--- src/rtl/scan_mux_pkg.sv ---
// Shared FSM state type and mode constants for the scanning channel multiplexer.
package scan_mux_pkg;

  typedef enum logic [1:0] {
    S_MANUAL = 2'd0,
    S_SCAN   = 2'd1,
    S_EMPTY  = 2'd2
  } state_t;

  localparam logic MODE_MANUAL = 1'b0;
  localparam logic MODE_SCAN   = 1'b1;

  // Dwell counter width; large enough for any DWELL up to 255.
  localparam int unsigned CNT_W = 8;

endpackage

--- src/rtl/rr_next_ch.sv ---
// Combinational round-robin search: finds the first channel set in mask,
// starting at (inclusive) or strictly after (exclusive) the start index.
// A start index beyond the last channel wraps to a search from channel 0.
module rr_next_ch #(
  parameter int unsigned N  = 4,
  parameter int unsigned IW = 2
) (
  input  logic [N-1:0]  mask,
  input  logic [IW-1:0] start,
  input  logic          inclusive,
  output logic [IW-1:0] next_ch,
  output logic          found
);

  localparam logic [IW:0] NUM = (IW+1)'(N);

  logic [IW:0] base;
  logic [IW:0] cand;
  logic        incl;
  logic        start_oob;

  // Walk the rotated candidate order and keep the first enabled hit.
  // In exclusive mode the final candidate wraps back onto start itself,
  // so a lone enabled channel is reported as its own successor.
  always_comb begin
    start_oob = ({1'b0, start} >= NUM);
    incl      = inclusive || start_oob;
    base      = start_oob ? '0 : {1'b0, start};
    next_ch   = '0;
    found     = 1'b0;
    cand      = '0;
    for (int unsigned off = 0; off < N; off++) begin
      cand = base + (IW+1)'(off) + (IW+1)'(!incl);
      if (cand >= NUM) begin
        cand = cand - NUM;
      end
      if (!found && mask[cand[IW-1:0]]) begin
        found   = 1'b1;
        next_ch = cand[IW-1:0];
      end
    end
  end

endmodule

--- src/rtl/scan_mux_reg.sv ---
// Registered N-channel W-bit multiplexer with manual select and a
// round-robin scan mode that dwells a fixed number of cycles per channel.
module scan_mux_reg
  import scan_mux_pkg::*;
#(
  parameter int unsigned WIDTH    = 4,
  parameter int unsigned CHANNELS = 4,
  parameter int unsigned DWELL    = 3,
  localparam int unsigned SEL_W   = $clog2(CHANNELS)
) (
  input  logic                      clk,
  input  logic                      rst_n,
  input  logic [CHANNELS*WIDTH-1:0] data_in,
  input  logic                      mode,
  input  logic [SEL_W-1:0]          sel,
  input  logic [CHANNELS-1:0]       ch_mask,
  input  logic                      hold,
  output logic [WIDTH-1:0]          data_out,
  output logic [SEL_W-1:0]          ch_out,
  output logic                      out_valid,
  output logic                      ch_switch
);

  localparam logic [CNT_W-1:0] DWELL_LAST = CNT_W'(DWELL - 1);
  localparam logic [SEL_W:0]   CH_NUM     = (SEL_W+1)'(CHANNELS);

  state_t             state;
  logic [CNT_W-1:0]   dwell_cnt;
  logic [WIDTH-1:0]   chans [CHANNELS];
  logic               sel_ok;
  logic [SEL_W-1:0]   entry_start;
  logic [SEL_W-1:0]   adv_ch;
  logic               adv_found;
  logic [SEL_W-1:0]   ent_ch;
  logic               ent_found;

  // Unpack the flat input bus into per-channel words.
  always_comb begin
    for (int unsigned k = 0; k < CHANNELS; k++) begin
      chans[k] = data_in[k*WIDTH +: WIDTH];
    end
  end

  // Manual select legality and the start point for at-or-after searches:
  // sel when entering scan from manual, the held channel when leaving empty.
  always_comb begin
    sel_ok      = ({1'b0, sel} < CH_NUM);
    entry_start = (state == S_EMPTY) ? ch_out : sel;
  end

  rr_next_ch #(
    .N  (CHANNELS),
    .IW (SEL_W)
  ) u_adv (
    .mask      (ch_mask),
    .start     (ch_out),
    .inclusive (1'b0),
    .next_ch   (adv_ch),
    .found     (adv_found)
  );

  rr_next_ch #(
    .N  (CHANNELS),
    .IW (SEL_W)
  ) u_entry (
    .mask      (ch_mask),
    .start     (entry_start),
    .inclusive (1'b1),
    .next_ch   (ent_ch),
    .found     (ent_found)
  );

  // Mode/scan FSM with registered data, index, valid and switch pulse.
  // mode=0 is checked ahead of the state case so it overrides dwell expiry.
  always_ff @(posedge clk or negedge rst_n) begin
    if (!rst_n) begin
      state     <= S_MANUAL;
      dwell_cnt <= '0;
      data_out  <= '0;
      ch_out    <= '0;
      out_valid <= 1'b0;
      ch_switch <= 1'b0;
    end else if (mode == MODE_MANUAL) begin
      state     <= S_MANUAL;
      dwell_cnt <= '0;
      if (sel_ok) begin
        ch_out    <= sel;
        data_out  <= chans[sel];
        out_valid <= 1'b1;
        ch_switch <= (sel != ch_out);
      end else begin
        data_out  <= '0;
        out_valid <= 1'b0;
        ch_switch <= 1'b0;
      end
    end else begin
      case (state)
        S_MANUAL, S_EMPTY: begin
          dwell_cnt <= '0;
          if (ent_found) begin
            state     <= S_SCAN;
            ch_out    <= ent_ch;
            data_out  <= chans[ent_ch];
            out_valid <= 1'b1;
            ch_switch <= (ent_ch != ch_out);
          end else begin
            state     <= S_EMPTY;
            data_out  <= '0;
            out_valid <= 1'b0;
            ch_switch <= 1'b0;
          end
        end
        S_SCAN: begin
          if (!adv_found) begin
            state     <= S_EMPTY;
            dwell_cnt <= '0;
            data_out  <= '0;
            out_valid <= 1'b0;
            ch_switch <= 1'b0;
          end else if (!ch_mask[ch_out] ||
                       (!hold && dwell_cnt == DWELL_LAST)) begin
            // Masked-off channel advances regardless of hold or dwell.
            dwell_cnt <= '0;
            ch_out    <= adv_ch;
            data_out  <= chans[adv_ch];
            out_valid <= 1'b1;
            ch_switch <= (adv_ch != ch_out);
          end else begin
            if (!hold) begin
              dwell_cnt <= dwell_cnt + 1'b1;
            end
            data_out  <= chans[ch_out];
            out_valid <= 1'b1;
            ch_switch <= 1'b0;
          end
        end
        default: begin
          state     <= S_MANUAL;
          dwell_cnt <= '0;
          data_out  <= '0;
          out_valid <= 1'b0;
          ch_switch <= 1'b0;
        end
      endcase
    end
  end

endmodule
--- config.mk ---
export PLATFORM = sky130hd
export DESIGN_NAME = scan_mux_reg
export DESIGN_NICKNAME = d
export VERILOG_FILES = /design/src/rtl/scan_mux_pkg.sv /design/src/rtl/rr_next_ch.sv /design/src/rtl/scan_mux_reg.sv
export SDC_FILE = /design/constraint.sdc
export NUM_CORES = 1
export LEC_CHECK = 0
export BUFFER_PORTS_ARGS = -buffer_cell sky130_fd_sc_hd__buf_2
export CAP_MARGIN = 30
export CORE_ASPECT_RATIO = 1.25
export CORE_MARGIN = 1.5
export CORE_UTILIZATION = 60
export CTS_CLUSTER_DIAMETER = 60
export DETAILED_ROUTE_END_ITERATION = 16
export GPL_ROUTABILITY_DRIVEN = 1
export PLACE_DENSITY = 0.85
export REMOVE_ABC_BUFFERS = 1
export SLEW_MARGIN = 20
export SYNTH_ARGS = -nofsm -noshare
export SYNTH_HDL_FRONTEND = slang
export SYNTH_SLANG_ARGS = --single-unit
--- constraint.sdc ---
create_clock -name clk -period 3 [get_ports clk]
set_clock_uncertainty 0.15 [all_clocks]
set_input_delay 0.3 -clock clk [delete_from_list [all_inputs] [get_ports clk]]
set_output_delay 0.3 -clock clk [all_outputs]
set_load 0.01 [all_outputs]
==> results of run 1 <==
registers in the layout, indices dropped and copies added (netlist names):
register / flops
state: 2
dwell_cnt: 8
ch_out: 2
data_out: 4
out_valid: 1
ch_switch: 1
placed cells by master (no fill, tap or decap), types with 3 or more instances in the layout:
master,n
sky130_fd_sc_hd__a21oi_1,8
sky130_fd_sc_hd__a31oi_1,3
sky130_fd_sc_hd__buf_2,33
sky130_fd_sc_hd__clkbuf_4,3
sky130_fd_sc_hd__dfrtp_1,18
sky130_fd_sc_hd__inv_1,11
sky130_fd_sc_hd__mux2i_1,21
sky130_fd_sc_hd__mux4_2,9
sky130_fd_sc_hd__nand2_1,6
sky130_fd_sc_hd__nand4_1,3
sky130_fd_sc_hd__nor2_1,15
sky130_fd_sc_hd__nor2b_1,7
sky130_fd_sc_hd__nor4b_1,3
sky130_fd_sc_hd__o21ai_0,5
sky130_fd_sc_hd__o221ai_1,4
sky130_fd_sc_hd__o22ai_1,6
sky130_fd_sc_hd__xor2_1,6
logic make-up after synthesis:
kind of cell / after synthesis / synth area share
mux: 31 / 0.235
compound gates: 46 / 0.206
buf+inv: 26 / 0.0735
flops: 18 / 0.250
simple gates: 54 / 0.183
xor+xnor: 8 / 0.0388
fa+ha+maj: 2 / 0.0139
per-stage QoR:
step / area, sq um / util / hold slack (ns) / setup WS, ns
floorplan: 1720 / - / -0.146 / 0.596
CTS: 1980 / 0.685 / 0.171 / 0.540
finish: 1980 / 0.685 / 0.178 / 0.497
detailed placement: 1930 / 0.669 / 0.113 / 0.554
global route: 1980 / 0.685 / 0.185 / 0.345
global placement: 1930 / 0.669 / 0.103 / 0.615
synth_stat cells, drive strengths merged, types with 4 or more instances:
cell type / n / area [sq um]
mux4: 9 / 203
inv: 12 / 45.0
o22ai: 6 / 37.5
dfrtp: 18 / 450
buf: 12 / 80.1
mux2i: 21 / 210
a21oi: 8 / 40.0
xor2: 6 / 52.6
nor2b: 7 / 43.8
nor2: 16 / 62.6
o221ai: 4 / 35.0
nand2: 7 / 33.8
o21ai: 8 / 43.8
worst register-to-register path, cell delays in order, from the launching register on:
cell and delay, ns:
sky130_fd_sc_hd__dfrtp_1 0.61, sky130_fd_sc_hd__buf_4 0.27, sky130_fd_sc_hd__or3b_1 0.13, sky130_fd_sc_hd__o311a_1 0.51, sky130_fd_sc_hd__mux2i_1 0.30, sky130_fd_sc_hd__mux2i_1 0.12
sky130_fd_sc_hd__a21oi_1 0.18, sky130_fd_sc_hd__o221ai_1 0.12
metal layers:
layer	wire length [microns]	share of wire	vias up	global-route usage
met4	123	0.028	0	0.155
met3	244	0.056	14	0.00701
li1	-	-	749	-
met5	0	0	-	0
met1	1710	0.40	789	0.345
met2	2240	0.52	73	0.470
power by group:
part	total (W)	internal, W	switching (W)
Clock	0.000151	0.0000740	0.0000767
Sequential	0.000286	0.000261	0.0000254
Combinational	0.000305	0.000144	0.000160
cell type report:
cell class / count / share of cell area
multi-input cells: 141 / 0.617
inverters: 12 / 0.0227
repair buffers: 35 / 0.0922
flip-flops and latches: 18 / 0.227
clock buffers: 4 / 0.0183
well taps: 36 / 0.0227
final timing paths:
check                              from      endpoint  cells after the start
max                           ch_out[0]   data_out[3]                      7
min                                mode     out_valid                      2
max reg2reg                   ch_out[0]   data_out[3]                      7
min reg2reg                dwell_cnt[6]  dwell_cnt[6]                      1
max in group asynchronous         rst_n     ch_out[0]                      2
min in group asynchronous         rst_n  dwell_cnt[0]                      2
==> metrics.csv, run 1 <==
stage,metric,value,unit
routing,postRouteWirelength,4320,microns
timing,final-hold-violation-count,0,
placement,place.gp.congestion,0.860,
die,die-area,3350,sq um
setup_path,cp_top_family,compound AO/OA/AOI/OAI gates,
placement,count_of_input_and_output_buffers,33,
grt,grt.overflow.total,0,
routing,dr_total_vias,1625,
setup_path,critical_path_class,reg2reg,
setup_path,critPathMostFrequentCell,sky130_fd_sc_hd__mux2i_1,
die,die_height,64.3,microns
power,max-vdd-ir-drop,0.000249,V
placement,detailed_place_hpwl,3270,microns
setup_path,cpMaxStageDelayCell,sky130_fd_sc_hd__dfrtp_1,
timing,post-route-min-period,2.50,ns
logic_synthesis,synth-main-ff-cell,sky130_fd_sc_hd__dfrtp_1,
finish,multi_input_comb_area,1220,sq um
grt,first_global_vias,1586,
clock_tree,clkSinkCount,18,
timing,timing.final.max_slew_violations,0,
placement,numPlacedInstances,241,
grt,initial_antenna_violation_count,0,
finish,layout.area.seq,450,sq um
setup_path,cp.buffers_inverters,1,
setup_path,critical_path.max_fanout,14,
setup_path,critical_path_required,3.03,ns
logic_synthesis,synth-seq-cells,18,
setup_path,critPathLaunchType,flip-flop,
die,core,2890,sq um
setup_path,endpoint_kind,flip-flop,
logic_synthesis,number_of_instances_in_the_synthesized_netlist,185,
clock_tree,clkLatencyLatePin,0.30,ns
logic_synthesis,asyncSetResetFlopFracSynth,1.00,
clock_tree,cts_made_buffers,3,
timing,setup_tns,0,ns
setup_path,worst_ep_arrival_time,2.53,ns
routing,first_pass_iters,4,
clock_tree,cts_setup_buffers,0,
routing,vias_per_cell,6.61,
setup_path,worstPathCellList,"buf_4, or3b_1, o311a_1, mux2i_1, mux2i_1, a21oi_1, o221ai_1",
run_status,outcome,finished clean,
setup_path,max_stage_delay,0.61,ns
routing,route.antenna.remaining_nets,0,
grt,grt_first_pass_wirelength,6960,microns
timing,setup_repair_after_global_routing_missed_its_margin,false,
grt,gr-usage-all-layers,0.276,
min_path,classification_of_the_worst_slack_hold_path,in2reg,
finish,synthToLayoutAreaGrowth,9.78,%
routing,detail_route.wl_per_cell,17.6,microns
finish,drive_gt1_frac,0.281,
clock_tree,clk_pin_slew_worst_paths,0.11,ns
timing,timing.max_slew.rel_slack,0.514,
timing,layout_worst_path_cycle_share,0.834,
flow_run,maxCapViolations,0,
power,power_density,374,nW/um^2
grt,grt_start_max_net_pins,19,
finish,num-nets-final,239,
clock_tree,cts_tree,yes,
logic_synthesis,synth_enable_flop_cells,0,
finish,antenna_cells,0,
clock_tree,cts_resized,0,
logic_synthesis,post_synth_instance_area,1800,sq um
die,design.portCount,34,
power,static-leakage-power,0.892,nW
die,core.rowCount,22,
finish,n_fill_cell,242,
logic_synthesis,ys.warnings.count,0,
logic_synthesis,synthDistinctLibCells,57,
clock_tree,cts_root_buffer,sky130_fd_sc_hd__clkbuf_4,
routing,post-route-drc-count,0,
timing,max_clock_freq,400,MHz
clock_tree,cts-htree-levels,1,
timing,setup_viol_count_final,0,
die,starting_utilization_of_the_core_area,0.624,
finish,final-instance-count-excl-fill,246,
power,post-layout-total-power,0.000741,W
logic_synthesis,synth_area_per_cell,9.75,sq um
die,die_w,52.0,microns
setup_path,r2r_setup_slack,0.50,ns
logic_synthesis,yosysSeqAreaShare,0.250,
clock_tree,post_cts_hold_buffer_count,1,
timing,worst_slew_pin_slew,0.728,ns
clock_tree,clockBufferDepth,2,
routing,initialDrtViolationCount,86,
(Power assumes the default switching activity.)
==> run 2: changes to the inputs <==
--- a/config.mk
+++ b/config.mk
@@ -9,11 +9,11 @@
 export CAP_MARGIN = 30
 export CORE_ASPECT_RATIO = 1.25
 export CORE_MARGIN = 1.5
-export CORE_UTILIZATION = 60
+export CORE_UTILIZATION = 56
 export CTS_CLUSTER_DIAMETER = 60
 export DETAILED_ROUTE_END_ITERATION = 16
 export GPL_ROUTABILITY_DRIVEN = 1
-export PLACE_DENSITY = 0.85
+export PLACE_DENSITY = 0.8
 export REMOVE_ABC_BUFFERS = 1
 export SLEW_MARGIN = 20
 export SYNTH_ARGS = -nofsm -noshare
==> constraint.sdc (replaced) <==
create_clock -name clk -period 2.6 [get_ports clk]
set_clock_uncertainty 0.15 [all_clocks]
set_input_delay 0.26 -clock clk [delete_from_list [all_inputs] [get_ports clk]]
set_output_delay 0.26 -clock clk [all_outputs]
set_load 0.01 [all_outputs]
==> run 2 against run 1 <==
Against the previous run:
- register-to-register slack worse by 0.29 ns
- worst setup slack worse by 0.29 ns
- sequential share of layout area about the same
- maximum frequency up 4.7%
- combinational power up 15%
- utilization down 2.5 points
- largest power group unchanged
- highest routed layer unchanged
==> metrics.csv, run 2 (synthesized netlist as in run 1, its figures left out) <==
stage,metric,value,unit,change
die,core,3000,sq um,was 2890 sq um
setup_path,cp_top_family,compound AO/OA/AOI/OAI gates,,unchanged
power,max-vdd-ir-drop,0.000214,V,was 0.000249 V
clock_tree,clkSinkCount,18,,unchanged
die,design.portCount,34,,unchanged
finish,synthToLayoutAreaGrowth,9.85,%,was 9.78%
clock_tree,clk_pin_slew_worst_paths,0.10,ns,was 0.11 ns
power,static-leakage-power,0.894,nW,was 0.892 nW
finish,reg_top3,"dwell_cnt (8), data_out (4)",,unchanged
finish,antenna_cells,0,,unchanged
power,power_density,415,nW/um^2,was 374 nW/um^2
routing,initialDrtViolationCount,70,,was 86
placement,place.gp.congestion,0.874,,was 0.860
clock_tree,clockBufferDepth,2,,unchanged
placement,detailed_place_hpwl,3350,microns,was 3270 microns
finish,finish.utilization,0.661,,was 0.685
finish,stdcell_area,1980,sq um,about the same
setup_path,endpoint_kind,flip-flop,,unchanged
timing,timing.max_slew.rel_slack,0.554,,was 0.514
setup_path,cpMaxStageDelayCell,sky130_fd_sc_hd__dfrtp_1,,unchanged
routing,dr_total_vias,1615,,"was 1,625"
clock_tree,cts_made_buffers,3,,unchanged
die,die_height,66.5,microns,was 64.3 microns
timing,worst_slew_pin_slew,0.668,ns,was 0.728 ns
setup_path,critPathLaunchType,flip-flop,,unchanged
clock_tree,cts_root_buffer,sky130_fd_sc_hd__clkbuf_4,,unchanged
finish,drive_gt1_frac,0.284,,was 0.281
grt,gr-usage-all-layers,0.275,,was 0.276
timing,layout_worst_path_cycle_share,0.919,,was 0.834
finish,final-instance-count-excl-fill,247,,was 246
grt,first_global_vias,1574,,"was 1,586"
timing,post-route-min-period,2.39,ns,was 2.50 ns
setup_path,critical_path.max_fanout,16,,was 14
min_path,classification_of_the_worst_slack_hold_path,in2reg,,unchanged
setup_path,worstPathCellList,"nor4bb_1, a31o_1, a221oi_4, nand2_4, mux2i_1, o221ai_1",,"was buf_4, or3b_1, o311a_1, mux2i_1, mux2i_1, a21oi_1, o221ai_1"
finish,num-nets-final,241,,was 239
grt,initial_antenna_violation_count,0,,unchanged
placement,count_of_input_and_output_buffers,33,,unchanged
timing,setup_tns,0,ns,unchanged
timing,setup_viol_count_final,0,,unchanged
clock_tree,cts_resized,0,,unchanged
setup_path,cp.buffers_inverters,0,,was 1
timing,max_clock_freq,418,MHz,was 400 MHz
routing,route.antenna.remaining_nets,0,,unchanged
clock_tree,post_cts_hold_buffer_count,1,,unchanged
timing,setup_repair_after_global_routing_missed_its_margin,false,,unchanged
setup_path,critical_path_required,2.61,ns,was 3.03 ns
grt,grt.overflow.total,0,,unchanged
routing,vias_per_cell,6.54,,was 6.61
flow_run,maxCapViolations,0,,unchanged
routing,post-route-drc-count,0,,unchanged
finish,layout_commonest_cell,sky130_fd_sc_hd__buf_2,,unchanged
die,die_w,53.8,microns,was 52.0 microns
clock_tree,cts-htree-levels,1,,unchanged
finish,highest_count_cells_in_the_layout_ignoring_fill_and_taps,"sky130_fd_sc_hd__buf_2 (33), sky130_fd_sc_hd__mux2i_1 (21), sky130_fd_sc_hd__dfrtp_1 (18), sky130_fd_sc_hd__nor2_1 (15), sky130_fd_sc_hd__inv_1 (11)",,unchanged
grt,grt_first_pass_wirelength,7200,microns,was 6960 microns
setup_path,critical_path_class,reg2reg,,unchanged
setup_path,max_stage_delay,0.60,ns,was 0.61 ns
finish,largest_register,dwell_cnt,,unchanged
finish,largest_register_ff_count,8,,unchanged
routing,postRouteWirelength,4420,microns,was 4320 microns
die,starting_utilization_of_the_core_area,0.601,,was 0.624
placement,dpl-instance-area,1950,sq um,was 1930 sq um
clock_tree,clkLatencyLatePin,0.30,ns,about the same
run_status,outcome,finished clean,,unchanged
clock_tree,cts_setup_buffers,0,,unchanged
setup_path,worst_ep_arrival_time,2.40,ns,was 2.53 ns
die,die-area,3570,sq um,was 3350 sq um
die,core.rowCount,22,,unchanged
grt,grt_start_max_net_pins,19,,unchanged
placement,numPlacedInstances,243,,was 241
timing,final-hold-violation-count,0,,unchanged
timing,finalHoldWorstSlack,0.139,ns,was 0.178 ns
timing,timing.final.max_slew_violations,0,,unchanged
clock_tree,cts_tree,yes,,unchanged
routing,first_pass_iters,4,,unchanged
routing,detail_route.wl_per_cell,17.9,microns,was 17.6 microns
## run 2: changes by cell type in the layout (fill, tap and decap cells not counted), sizes merged
cell	change
buf	+2
clkbuf	-1
## run 2: final cells by class
type	instances	area, sq um
clock buffer	3	22.5
fill	248	1020
inverter	12	45.0
multi-input combinational	141	1220
sequential	18	450
tap	36	45.0
timing repair buffer	37	198
## run 2: path summary, 6_finish.rpt
check	start	end	slack, ns	cells after the start
max in group asynchronous	rst_n	ch_switch	1.74	2
min reg2reg	dwell_cnt[6]	dwell_cnt[6]	0.38	1
min	mode	out_valid	0.14	2
max	ch_out[1]	data_out[0]	0.21	6
max reg2reg	ch_out[1]	data_out[0]	0.21	6
min in group asynchronous	rst_n	dwell_cnt[6]	0.27	2
## run 2: per-layer routing
layer / share of wire / wire length (microns) / vias up / global-route usage
li1: - / - / 753 / -
met1: 0.38 / 1700 / 785 / 0.332
met2: 0.53 / 2360 / 71 / 0.477
met3: 0.063 / 277 / 6 / 0.0247
met4: 0.019 / 85 / 0 / 0.128
met5: 0 / 0 / - / 0
## run 2: report_power, final
group	internal, W	switching [W]	leakage [nW]
logic	0.000169	0.000183	0.650
clock network	0.0000540	0.0000868	0.0138
registers	0.000301	0.0000299	0.230
total	0.000524	0.000300	0.894
## run 2: worst register-to-register path, delay by kind of cell (launching register included)
family | cells | cell delay [ns]
multiplexers | 1 | 0.24
flip-flops | 1 | 0.60
AO/OA/AOI/OAI | 3 | 0.82
AND/OR/NAND/NOR | 2 | 0.45
## run 2: per-stage QoR
step                      worst slack, ns  total power [W]
after floorplan                     0.196         0.000561
after global placement              0.339         0.000668
after detailed placement            0.234         0.000684
after CTS                           0.217         0.000820
after global routing               0.0503         0.000868
final                               0.210         0.000823
==> run 3: changes to the inputs <==
--- a/config.mk
+++ b/config.mk
@@ -8,7 +8,7 @@
 export BUFFER_PORTS_ARGS = -buffer_cell sky130_fd_sc_hd__buf_2
 export CAP_MARGIN = 30
 export CORE_ASPECT_RATIO = 1.25
-export CORE_MARGIN = 1.5
+export CORE_MARGIN = 2
 export CORE_UTILIZATION = 56
 export CTS_CLUSTER_DIAMETER = 60
 export DETAILED_ROUTE_END_ITERATION = 16
==> run 3 against run 2 <==
Against the previous run:
- total power is 6.4% higher
- non-clock buffer count stayed put
- via count is 1.2% lower
- largest cell class unchanged
- critical path type unchanged
- worst setup slack worse by 0.043 ns
- final area is 1.0% higher
- sequential power hardly changed
- final cell count is 0.40% higher
- sequential share of layout area is 0.23 points lower
==> metrics.csv, run 3 (synthesized netlist as in run 1, its figures left out) <==
stage,metric,value,unit,change
clock_tree,cts_tree,yes,,unchanged
setup_path,worstPathCellList,"or3b_1, o311a_1, mux2i_1, mux2i_1, a21oi_1, o221ai_1",,"was nor4bb_1, a31o_1, a221oi_4, nand2_4, mux2i_1, o221ai_1"
placement,place.gp.congestion,0.853,,was 0.874
min_path,hold-path-cell-count,2,,unchanged
setup_path,cpMaxStageDelayCell,sky130_fd_sc_hd__dfrtp_1,,unchanged
grt,grt.overflow.total,0,,unchanged
routing,postRouteWirelength,4410,microns,was 4420 microns
min_path,classification_of_the_worst_slack_hold_path,in2reg,,unchanged
timing,setup_repair_after_global_routing_missed_its_margin,false,,unchanged
setup_path,worst_ep_arrival_time,2.39,ns,was 2.40 ns
timing,worst_slew_pin_slew,0.694,ns,was 0.668 ns
run_status,outcome,finished clean,,unchanged
placement,detailed_place_hpwl,3240,microns,was 3350 microns
setup_path,cp_top_family,compound AO/OA/AOI/OAI gates,,unchanged
finish,num-nets-final,241,,unchanged
timing,setup_tns,0,ns,unchanged
setup_path,endpoint_kind,flip-flop,,unchanged
routing,dr_total_vias,1595,,"was 1,615"
finish,final-instance-count-excl-fill,248,,was 247
flow_run,maxCapViolations,0,,unchanged
grt,first_global_vias,1463,,"was 1,574"
clock_tree,cts-htree-levels,1,,unchanged
setup_path,r2r_setup_slack,0.17,ns,was 0.21 ns
setup_path,critical_path_required,2.55,ns,was 2.61 ns
grt,initial_antenna_violation_count,0,,unchanged
setup_path,max_stage_delay,0.70,ns,was 0.60 ns
die,die-area,3690,sq um,was 3570 sq um
setup_path,r2r_start,ch_out[1],,unchanged
timing,layout_worst_path_cycle_share,0.936,,was 0.919
clock_tree,cts_root_buffer,sky130_fd_sc_hd__clkbuf_8,,was sky130_fd_sc_hd__clkbuf_4
routing,first_pass_iters,4,,unchanged
finish,largest_register,dwell_cnt,,unchanged
setup_path,critical_path.max_fanout,16,,unchanged
min_path,timing.hold.worst.start,mode,,unchanged
power,post-layout-total-power,0.000876,W,was 0.000823 W
timing,max_clock_freq,411,MHz,was 418 MHz
die,design.portCount,34,,unchanged
clock_tree,cts_made_buffers,3,,unchanged
setup_path,depth_of_the_most_critical_reg_to_reg_path,6,,unchanged
die,starting_utilization_of_the_core_area,0.575,,was 0.601
timing,post-route-min-period,2.43,ns,was 2.39 ns
power,static-leakage-power,0.902,nW,was 0.894 nW
power,max-vdd-ir-drop,0.000259,V,was 0.000214 V
timing,setup_slack,0.167,ns,was 0.210 ns
routing,detail_route.wl_per_cell,17.8,microns,was 17.9 microns
finish,layout_commonest_cell,sky130_fd_sc_hd__buf_2,,unchanged
power,power_density,438,nW/um^2,was 415 nW/um^2
clock_tree,clockBufferDepth,2,,unchanged
setup_path,worstReg2RegEnd,data_out[2],,was data_out[0]
clock_tree,cts_setup_buffers,0,,unchanged
timing,final-hold-violation-count,0,,unchanged
die,die_w,54.8,microns,was 53.8 microns
placement,numPlacedInstances,244,,was 243
timing,timing.max_slew.rel_slack,0.537,,was 0.554
grt,gr-usage-all-layers,0.244,,was 0.275
placement,preCtsSetupSlack,0.239,ns,was 0.234 ns
routing,post-route-drc-count,0,,unchanged
die,core.rowCount,23,,was 22
setup_path,critPathMostFrequentCell,sky130_fd_sc_hd__mux2i_1,,
routing,route.antenna.remaining_nets,0,,unchanged
die,core,3140,sq um,was 3000 sq um
grt,grt_first_pass_wirelength,6600,microns,was 7200 microns
finish,largest_register_ff_count,8,,unchanged
clock_tree,post_cts_hold_buffer_count,1,,unchanged
finish,reg_top3,"dwell_cnt (8), data_out (4)",,unchanged
clock_tree,clk_pin_slew_worst_paths,0.06,ns,was 0.10 ns
placement,count_of_input_and_output_buffers,33,,unchanged
clock_tree,cts_resized,0,,unchanged
routing,initialDrtViolationCount,55,,was 70
finish,highest_count_cells_in_the_layout_ignoring_fill_and_taps,"sky130_fd_sc_hd__buf_2 (33), sky130_fd_sc_hd__mux2i_1 (21), sky130_fd_sc_hd__dfrtp_1 (18), sky130_fd_sc_hd__nor2_1 (15), sky130_fd_sc_hd__inv_1 (11)",,unchanged
setup_path,cp.buffers_inverters,0,,unchanged
timing,timing.final.max_slew_violations,0,,unchanged
clock_tree,clkSinkCount,18,,unchanged
finish,antenna_cells,0,,unchanged
min_path,min_delay_worst_endpoint,out_valid,,unchanged
timing,setup_viol_count_final,0,,unchanged
setup_path,critical_path_class,reg2reg,,unchanged
setup_path,critPathLaunchType,flip-flop,,unchanged
die,die_height,67.5,microns,was 66.5 microns
grt,grt_start_max_net_pins,19,,unchanged
finish,synthToLayoutAreaGrowth,11.0,%,was 9.85%
clock_tree,clkLatencyLatePin,0.25,ns,was 0.30 ns
routing,vias_per_cell,6.43,,was 6.54
finish,drive_gt1_frac,0.284,,unchanged
run 3: layout make-up:
class                   count  area, sq um
clock buffers               3         41.3
flip-flops and latches     18          450
fillers                   262         1130
well taps                  37         46.3
inverters                  12         45.0
multi-input cells         141         1220
repair buffers             37          198
run 3: worst max-delay path by stage:
stage | from | end | slack, ns | cells after the start
after global routing | ch_out[1] | data_out[2] | 0.04 | 6
after detailed placement | ch_out[1] | data_out[3] | 0.24 | 6
after CTS | ch_out[0] | data_out[2] | 0.19 | 6
final | ch_out[1] | data_out[2] | 0.17 | 6
after floorplan | ch_out[0] | data_out[2] | 0.20 | 6
after global placement | ch_out[0] | ch_out[1] | 0.33 | 6
run 3: metal layers:
layer	routed length [microns]	track usage	vias up	share of wire
met5	0	0	-	0
met4	82	0.103	0	0.019
met3	168	0.00885	9	0.038
met2	2370	0.421	51	0.54
met1	1790	0.312	785	0.41
li1	-	-	750	-
run 3: where the power goes:
group	switching (W)	total (W)	internal [W]
sequential	0.0000302	0.000332	0.000301
combinational	0.000186	0.000355	0.000169
clock	0.0000870	0.000190	0.000103
total	0.000303	0.000876	0.000573
run 3: stage by stage:
| stage | cell area [sq um] | hold WS (ns) | util |
|---|---|---|---|
| final | 2000 | 0.191 | 0.638 |
| after global routing | 2000 | 0.231 | 0.638 |
| after CTS | 2000 | 0.198 | 0.638 |
| after detailed placement | 1950 | 0.0643 | 0.622 |
| after global placement | 1950 | 0.0657 | 0.622 |
| after floorplan | 1720 | -0.186 | - |
